<file path="src/rtl/reg_file_seq_ctrl_pkg.sv">
// Shared encodings for the multicycle control FSM: states, opcodes, ALU
// operation codes and the register-file / PC mux select values.
package reg_file_seq_ctrl_pkg;

    typedef enum logic [2:0] {
        FETCH  = 3'd0,
        DECODE = 3'd1,
        EXEC   = 3'd2,
        MEM    = 3'd3,
        WB     = 3'd4,
        HALT   = 3'd5,
        FAULT  = 3'd6
    } state_t;

    localparam logic [3:0] OP_ADD   = 4'd0;
    localparam logic [3:0] OP_SUB   = 4'd1;
    localparam logic [3:0] OP_AND   = 4'd2;
    localparam logic [3:0] OP_OR    = 4'd3;
    localparam logic [3:0] OP_ADDI  = 4'd4;
    localparam logic [3:0] OP_LW    = 4'd5;
    localparam logic [3:0] OP_SW    = 4'd6;
    localparam logic [3:0] OP_BEQ   = 4'd7;
    localparam logic [3:0] OP_JAL   = 4'd8;
    localparam logic [3:0] OP_LMHW  = 4'd9;
    localparam logic [3:0] OP_GETSP = 4'd10;
    localparam logic [3:0] OP_HALT  = 4'd15;

    localparam logic [2:0] ALU_ADD  = 3'd0;
    localparam logic [2:0] ALU_SUB  = 3'd1;
    localparam logic [2:0] ALU_AND  = 3'd2;
    localparam logic [2:0] ALU_OR   = 3'd3;
    localparam logic [2:0] ALU_PASS = 3'd4;

    localparam logic [2:0] RA_RS = 3'd0;
    localparam logic [2:0] RA_R1 = 3'd1;
    localparam logic [2:0] RA_R0 = 3'd2;
    localparam logic [2:0] RA_R6 = 3'd3;
    localparam logic [2:0] RA_R7 = 3'd4;

    localparam logic [1:0] WS_RS = 2'd0;
    localparam logic [1:0] WS_R1 = 2'd1;
    localparam logic [1:0] WS_R0 = 2'd2;

    localparam logic [1:0] DST_ALU = 2'd0;
    localparam logic [1:0] DST_MEM = 2'd1;
    localparam logic [1:0] DST_SP  = 2'd2;
    localparam logic [1:0] DST_PC1 = 2'd3;

    localparam logic [1:0] PC_INC   = 2'd0;
    localparam logic [1:0] PC_READB = 2'd1;
    localparam logic [1:0] PC_READA = 2'd2;

    // Opcodes 11..14 are unassigned and execute as a PC+1 NOP.
    function automatic logic isLegalOp(input logic [3:0] op);
        return (op <= OP_GETSP) || (op == OP_HALT);
    endfunction

endpackage

</file>
<file path="src/rtl/reg_file_seq_ctrl_if.sv">
// Memory bus between the control FSM (master) and instruction/data memory (slave).
interface reg_file_seq_ctrl_if;

    logic [15:0] MemData;
    logic        MemReady;
    logic        MemRead;
    logic        MemWrite;
    logic        IorD;

    modport master (
        input  MemData,
        input  MemReady,
        output MemRead,
        output MemWrite,
        output IorD
    );

    modport slave (
        output MemData,
        output MemReady,
        input  MemRead,
        input  MemWrite,
        input  IorD
    );

endinterface

</file>
<file path="src/rtl/reg_file_seq_decode.sv">
// Combinational output decode: maps the FSM state, the held opcode and the
// ALU zero flag onto every datapath control of the core.
module reg_file_seq_decode
    import reg_file_seq_ctrl_pkg::*;
(
    input  state_t     state,
    input  logic [3:0] op,
    input  logic       aluZero,
    input  logic       memReady,
    output logic       memRead,
    output logic       memWrite,
    output logic       iorD,
    output logic [2:0] aluOp,
    output logic       aluSrcB,
    output logic       regWrite,
    output logic [2:0] regASrc,
    output logic       beq,
    output logic [1:0] regWriteSrc,
    output logic [1:0] regDst,
    output logic       lmhw,
    output logic       pcWrite,
    output logic [1:0] pcSrc,
    output logic       halted,
    output logic       illegalOp
);

    always_comb begin
        memRead     = 1'b0;
        memWrite    = 1'b0;
        iorD        = 1'b0;
        aluOp       = ALU_ADD;
        aluSrcB     = 1'b0;
        regWrite    = 1'b0;
        regASrc     = RA_RS;
        beq         = 1'b0;
        regWriteSrc = WS_RS;
        regDst      = DST_ALU;
        lmhw        = 1'b0;
        pcWrite     = 1'b0;
        pcSrc       = PC_INC;
        halted      = 1'b0;
        illegalOp   = 1'b0;

        case (state)
            FETCH: begin
                memRead = 1'b1;
            end

            DECODE: begin
                illegalOp = !isLegalOp(op);
            end

            EXEC: begin
                case (op)
                    OP_ADD, OP_SUB, OP_AND, OP_OR: begin
                        aluOp = {1'b0, op[1:0]};
                    end
                    OP_ADDI, OP_LW: begin
                        aluSrcB = 1'b1;
                    end
                    OP_SW: begin
                        regASrc = RA_R6;
                        aluSrcB = 1'b1;
                    end
                    OP_LMHW: begin
                        regASrc = RA_R7;
                        aluSrcB = 1'b1;
                    end
                    OP_BEQ: begin
                        regASrc = RA_R1;
                        beq     = 1'b1;
                        aluOp   = ALU_PASS;
                        pcWrite = 1'b1;
                        pcSrc   = aluZero ? PC_READB : PC_INC;
                    end
                    OP_JAL: begin
                        regASrc     = RA_RS;
                        regWrite    = 1'b1;
                        regWriteSrc = WS_R0;
                        regDst      = DST_PC1;
                        pcWrite     = 1'b1;
                        pcSrc       = PC_READA;
                    end
                    OP_GETSP: begin
                        regWrite    = 1'b1;
                        regWriteSrc = WS_RS;
                        regDst      = DST_SP;
                        pcWrite     = 1'b1;
                        pcSrc       = PC_INC;
                    end
                    default: begin
                        pcWrite = 1'b1;
                        pcSrc   = PC_INC;
                    end
                endcase
            end

            MEM: begin
                iorD = 1'b1;
                // A store retires here, so PC may only advance on the completing cycle.
                if (op == OP_SW) begin
                    memWrite = 1'b1;
                    pcWrite  = memReady;
                    pcSrc    = PC_INC;
                end else begin
                    memRead = 1'b1;
                end
            end

            WB: begin
                regWrite = 1'b1;
                pcWrite  = 1'b1;
                pcSrc    = PC_INC;
                case (op)
                    OP_LW: begin
                        regDst      = DST_MEM;
                        regWriteSrc = WS_R1;
                    end
                    OP_LMHW: begin
                        regDst      = DST_MEM;
                        regWriteSrc = WS_RS;
                        lmhw        = 1'b1;
                    end
                    default: begin
                        regDst      = DST_ALU;
                        regWriteSrc = WS_RS;
                    end
                endcase
            end

            HALT: begin
                halted = 1'b1;
            end

            default: begin
            end
        endcase
    end

endmodule

</file>
<file path="src/rtl/reg_file_seq_ctrl.sv">
// Multicycle control FSM for the 16-bit, 8-register core: fetch, decode,
// execute, memory and write-back sequencing with a bounded memory wait.
module reg_file_seq_ctrl
    import reg_file_seq_ctrl_pkg::*;
#(
    parameter int MEM_TIMEOUT = 15,
    parameter int WAIT_W      = 4
) (
    input  logic                       clk,
    input  logic                       rst_n,
    reg_file_seq_ctrl_if.master        bus,
    input  logic                       ALUZero,
    output logic [2:0]                 rs,
    output logic [2:0]                 rt,
    output logic [2:0]                 ALUOp,
    output logic                       ALUSrcB,
    output logic                       RegWrite,
    output logic [2:0]                 RegASrc,
    output logic                       BEQ,
    output logic [1:0]                 RegWriteSrc,
    output logic [1:0]                 RegDst,
    output logic                       lmhw,
    output logic                       PCWrite,
    output logic [1:0]                 PCSrc,
    output logic                       Halted,
    output logic                       BusError,
    output logic                       IllegalOp
);

    localparam logic [WAIT_W-1:0] WAIT_LAST = WAIT_W'(MEM_TIMEOUT - 1);

    state_t            state;
    state_t            nextState;
    logic [15:0]       ir;
    logic [3:0]        op;
    logic [WAIT_W-1:0] waitCnt;
    logic              busError;
    logic              irWrite;
    logic              timeout;
    logic              unusedIrBits;

    assign op = ir[15:12];
    assign rs = ir[11:9];
    assign rt = ir[8:6];
    assign BusError = busError;

    // The low six instruction bits carry no control information for this FSM.
    assign unusedIrBits = ^ir[5:0];

    always_comb begin
        nextState = state;
        irWrite   = 1'b0;
        timeout   = 1'b0;

        case (state)
            FETCH: begin
                if (bus.MemReady) begin
                    irWrite   = 1'b1;
                    nextState = DECODE;
                end else if (waitCnt == WAIT_LAST) begin
                    timeout   = 1'b1;
                    nextState = FAULT;
                end
            end

            DECODE: begin
                nextState = (op == OP_HALT) ? HALT : EXEC;
            end

            EXEC: begin
                case (op)
                    OP_ADD, OP_SUB, OP_AND, OP_OR, OP_ADDI: nextState = WB;
                    OP_LW, OP_SW, OP_LMHW:                  nextState = MEM;
                    default:                                nextState = FETCH;
                endcase
            end

            MEM: begin
                if (bus.MemReady) begin
                    nextState = (op == OP_SW) ? FETCH : WB;
                end else if (waitCnt == WAIT_LAST) begin
                    timeout   = 1'b1;
                    nextState = FAULT;
                end
            end

            WB:      nextState = FETCH;
            HALT:    nextState = HALT;
            FAULT:   nextState = FAULT;
            default: nextState = FETCH;
        endcase
    end

    // The wait counter restarts on every state change, so it only ever
    // measures stall cycles spent in the current FETCH or MEM visit.
    always_ff @(posedge clk or negedge rst_n) begin
        if (!rst_n) begin
            state    <= FETCH;
            ir       <= '0;
            waitCnt  <= '0;
            busError <= 1'b0;
        end else begin
            state <= nextState;
            if (irWrite) begin
                ir <= bus.MemData;
            end
            if (timeout) begin
                busError <= 1'b1;
            end
            if (nextState != state) begin
                waitCnt <= '0;
            end else if ((state == FETCH || state == MEM) && !bus.MemReady) begin
                waitCnt <= waitCnt + WAIT_W'(1);
            end
        end
    end

    reg_file_seq_decode decode (
        .state       (state),
        .op          (op),
        .aluZero     (ALUZero),
        .memReady    (bus.MemReady),
        .memRead     (bus.MemRead),
        .memWrite    (bus.MemWrite),
        .iorD        (bus.IorD),
        .aluOp       (ALUOp),
        .aluSrcB     (ALUSrcB),
        .regWrite    (RegWrite),
        .regASrc     (RegASrc),
        .beq         (BEQ),
        .regWriteSrc (RegWriteSrc),
        .regDst      (RegDst),
        .lmhw        (lmhw),
        .pcWrite     (PCWrite),
        .pcSrc       (PCSrc),
        .halted      (Halted),
        .illegalOp   (IllegalOp)
    );

endmodule

</file>
<file path="src/flat_wrapper.sv">
// flat-port wrapper written by rule: the top's interface ports become plain ports
module reg_file_seq_ctrl_flat import reg_file_seq_ctrl_pkg::*;
#(
    parameter int MEM_TIMEOUT = 15,
    parameter int WAIT_W      = 4
)
  (clk, rst_n, ALUZero, rs, rt, ALUOp, ALUSrcB, RegWrite, RegASrc, BEQ, RegWriteSrc, RegDst, lmhw, PCWrite, PCSrc, Halted, BusError, IllegalOp, bus_MemData, bus_MemReady, bus_MemRead, bus_MemWrite, bus_IorD);
  reg_file_seq_ctrl_if bus_i ();
  input  logic clk;
  input  logic rst_n;
  input  logic ALUZero;
  output logic [2:0] rs;
  output logic [2:0] rt;
  output logic [2:0] ALUOp;
  output logic ALUSrcB;
  output logic RegWrite;
  output logic [2:0] RegASrc;
  output logic BEQ;
  output logic [1:0] RegWriteSrc;
  output logic [1:0] RegDst;
  output logic lmhw;
  output logic PCWrite;
  output logic [1:0] PCSrc;
  output logic Halted;
  output logic BusError;
  output logic IllegalOp;
  input wire logic [$bits(bus_i.MemData)-1:0] bus_MemData;
  input wire logic [$bits(bus_i.MemReady)-1:0] bus_MemReady;
  output wire logic [$bits(bus_i.MemRead)-1:0] bus_MemRead;
  output wire logic [$bits(bus_i.MemWrite)-1:0] bus_MemWrite;
  output wire logic [$bits(bus_i.IorD)-1:0] bus_IorD;
  assign bus_i.MemData = bus_MemData;
  assign bus_i.MemReady = bus_MemReady;
  assign bus_MemRead = bus_i.MemRead;
  assign bus_MemWrite = bus_i.MemWrite;
  assign bus_IorD = bus_i.IorD;
  reg_file_seq_ctrl #(.MEM_TIMEOUT(MEM_TIMEOUT), .WAIT_W(WAIT_W)) u_core (.clk(clk), .rst_n(rst_n), .bus(bus_i), .ALUZero(ALUZero), .rs(rs), .rt(rt), .ALUOp(ALUOp), .ALUSrcB(ALUSrcB), .RegWrite(RegWrite), .RegASrc(RegASrc), .BEQ(BEQ), .RegWriteSrc(RegWriteSrc), .RegDst(RegDst), .lmhw(lmhw), .PCWrite(PCWrite), .PCSrc(PCSrc), .Halted(Halted), .BusError(BusError), .IllegalOp(IllegalOp));
endmodule
</file>
<file path="config.mk">
export PLATFORM = sky130hd
export DESIGN_NAME = reg_file_seq_ctrl_flat
export DESIGN_NICKNAME = d
export VERILOG_FILES = /design/src/rtl/reg_file_seq_ctrl_pkg.sv /design/src/rtl/reg_file_seq_ctrl_if.sv /design/src/rtl/reg_file_seq_decode.sv /design/src/rtl/reg_file_seq_ctrl.sv /design/src/flat_wrapper.sv
export SDC_FILE = /design/constraint.sdc
export NUM_CORES = 1
export LEC_CHECK = 0
export CAP_MARGIN = 15
export CORE_MARGIN = 2
export CORE_UTILIZATION = 40
export DETAILED_ROUTE_END_ITERATION = 10
export PLACE_DENSITY = 0.78
export SETUP_SLACK_MARGIN = 0.3
export SLEW_MARGIN = 15
export SYNTH_ARGS = -nofsm -noshare
export SYNTH_HDL_FRONTEND = slang
export SYNTH_SLANG_ARGS = --single-unit
</file>
<file path="constraint.sdc">
create_clock -name clk -period 4 [get_ports clk]
set_clock_uncertainty 0.15 [all_clocks]
set_input_delay 0.4 -clock clk [delete_from_list [all_inputs] [get_ports clk]]
set_output_delay 0.4 -clock clk [all_outputs]
set_load 0.005 [all_outputs]
</file>
==> summary.txt <==
Outcome
  – Status: finished clean

Timing
  – Hold Fails Final Rpt: 0
  – Fin Hold WS: 0.3405 ns
  – Final TNS setup: 0 ns
  – Fmax: 312.5 MHz
  – Fin. max-slew vios: 0
  – Worst Tran Pin Value: 0.8050 ns
  – Max_slew headroom: 0.4617
  – Setup-failing EPs final: 0
  – Final critical-path required period: 3.200 ns
  – Tcrit/Tclk final: 0.8000
  – RSZ-0062 raised after global routing: no

Drt
  – Vias per cell: 5.235
  – Drt drc: 0
  – Pre-Repair DR Iteration Count: 5
  – Routed Antenna Nets: 0
  – DRT iter0 DRCs: 16
  – Wire length per cell: 13.23 µm
  – DR vias: 1183
  – Drt total wl: 2.990 mm

Floorplan
  – Initial Util: 0.4157
  – Die area: 3611 µm²
  – Row count: 20
  – Die width: 60.10 µm
  – I/O pin total: 49
  – Core ar.: 3028 µm²
  – DIE HEIGHT: 60.10 µm

Power and ir drop
  – Combinational fraction of design power: 0.556
  – Cell Int Power: 623.3 µW
  – Clock power share: 0.105
  – Net Sw Frac: 0.4143
  – P_leak: 0.6859 nW
  – Sequential Power Share: 0.339
  – Switch Pwr: 440.9 µW
  – Max VDD drop: 283.9 µV
  – PD cells: 611.5 nW/µm²

Finish
  – Final Cell Area: 1740 µm²
  – Area Growth Syn to Fin: 38.27%
  – Layout cells sized above 1: 0.1154
  – Fin nets: 209
  – Util after Layout: 0.5748
  – Layout Cells excl Fill: 226
  – Diodes inserted: 0

Placed design
  – DP Area: 1704 µm²
  – PortBufs: 42
  – Routability cong.: 0.7883
  – Placed Cells: 222
  – DP HPWL: 2.307 mm

Synth
  – Synth cell types: 38
  – FF+latch count, synth: 18
  – Mapped cell area: 1259 µm²
  – Synth top area share: 0.3579
  – Syn. warnings: 0
  – Post-synth EDFFs: 0
  – Async SR Flop Fraction: 1.000
  – Top post-synthesis cells by area: dfrtp_1, mux2_2, ha_1
  – Avg Inst Size Synth: 8.681 µm²
  – Syn Nets: 171
  – Register area share after synthesis: 0.3579
  – Gate Count Post-Synth: 145
  – Synth area leader: dfrtp_1
  – Most used DFF post-synth: dfrtp_1

GRT
  – Antenna violations before repair: 0
  – Vias in the first global route: 1078
  – Total congestion overflow: 0
  – Total GRT Usage: 0.1742
  – Largest net degree at the start of global routing: 19
  – First-pass GRT wire length: 4.802 mm

Worst hold path
  – Hold WC Path Type: flop to flop
  – Hold wc startpoint: u_core.BusError$_DFFE_PN0P_
  – Hold worst-path end: u_core.BusError$_DFFE_PN0P_
  – Hold path depth: 1

Critical path
  – Critical Path Source Type: flop
  – Largest fanout on the critical path: 18
  – Reg2reg path depth: 4
  – Worst EP arrival: 2.65 ns
  – Critical Path RT: 3.45 ns
  – Setup CP Type: flop to output pin
  – Reg-to-reg endpoint: u_core.waitCnt[1]$_DFFE_PN0P_
  – Reg-to-Reg Start: u_core.state[1]$_DFF_PN0_
  – Crit end category: output pin
  – Setup slack, reg-to-reg: 1.74 ns

CTS
  – Worst skew pair latency: 0.30 ns
  – H-tree depth: 1
  – Clock sinks: 18
  – Root Buffer Master: clkbuf_4
  – CTS tree: yes
  – Worst-path clk slew: 0.10 ns
  – CTS buffer count: 3
  – # hold bufs at CTS: 0
  – CTS resizes: 0
  – Setup bufs post-CTS: 0
  – CTS max path bufs: 2

Job
  – Max_cap viols: 0
## worst max path at each step
stage	slack (ns)	cells after the start	from	endpoint
after floorplan	1.92	6	u_core.state[1]$_DFF_PN0_	RegDst[0]
after global placement	1.23	5	u_core.state[1]$_DFF_PN0_	RegDst[0]
after detailed placement	1.16	5	u_core.state[1]$_DFF_PN0_	RegDst[0]
after CTS	0.80	5	u_core.state[1]$_DFF_PN0_	RegDst[0]
after global routing	0.68	4	u_core.state[1]$_DFF_PN0_	ALUOp[0]
final	0.80	5	u_core.state[1]$_DFF_PN0_	RegDst[0]
## cells in the mapped netlist (2+ instances only)
master and number:
a211oi_1 6, a21oi_1 4, a31oi_1 2, and2_1 5, and3_1 2, buf_2 2
clkbuf_1 7, dfrtp_1 18, ha_1 6, inv_1 7, mux2_2 7, nand2_1 13
nand3_1 5, nand3b_1 3, nor2_1 12, nor2b_1 5, nor3_1 5, nor3b_1 2
nor4_1 2, o21ai_0 8, or2_2 4, or3_1 2, xnor2_1 3
## stage by stage
| step | power (mW) | setup WS [ns] |
|---|---|---|
| finish | 1.064 | 0.8002 |
| floorplan | 0.7212 | 1.916 |
| global route | 1.150 | 0.6784 |
| global placement | 0.9332 | 1.232 |
| CTS | 1.075 | 0.8013 |
| detailed placement | 0.9562 | 1.160 |
## cell usage in the layout (no fill, tap or decap), drive strengths merged, types with 3 or more instances in the layout
cell and instances:
mux2 7, clkbuf 4, nand3b 3, nor2b 5
nand3 5, nor3 5, clkdlybuf4s50 42, inv 7
xnor2 3, dfrtp 18, a21oi 4, ha 6
and2 5, nor2 12, or2 4, nand2 13
o21ai 8, a211oi 6
## critical path: stages (launching register included)
cell             delay [ns]
dfrtp_1                0.72
or3b_2                 0.61
nor2b_1                0.23
and2_1                 0.17
o21bai_1               0.10
clkdlybuf4s50_1        0.52
## final cells by class
type,count,area [µm²]
fill,280,1287
multi-input combinational,110,744.5
sequential,18,450.4
timing repair buffer,43,427.9
tap,44,55.05
clock buffer,4,36.28
inverter,7,26.28
## power groups by stage
stage	Sequential [mW]	Clock (mW)	Combinational, mW
2_1_floorplan	0.298	0	0.424
3_3_place_gp	0.357	0	0.576
3_5_place_dp	0.363	0	0.593
4_1_cts	0.360	0.118	0.597
5_1_grt	0.375	0.125	0.651
6_report	0.361	0.112	0.591
## sequential cells by signal, summed over array words and instances (netlist names)
name and count:
u_core.BusError 1, u_core.ir 10, u_core.state 3, u_core.waitCnt 4
## kinds of logic (layout without fill, tap and decap cells)
family                     count (synthesis)  in the layout  synth area share
and+or+nand+nor                           64             64            0.2733
AOI/OAI and AO/OA                         29             29            0.1571
DFF                                       18             18            0.3579
buffers and inverters                     17             54           0.05568
muxes                                      7              7           0.06263
adders and majority gates                  6              6           0.05964
xor gates and xnor gates                   4              4           0.03380
## per-layer routing
metal	GRT usage	routed length, µm
met1	0.2062	1285
met2	0.3168	1561
met3	0.04762	127
met4	0.02857	16
met5	0	0
Note: power is estimated with default switching activity, not from simulation.
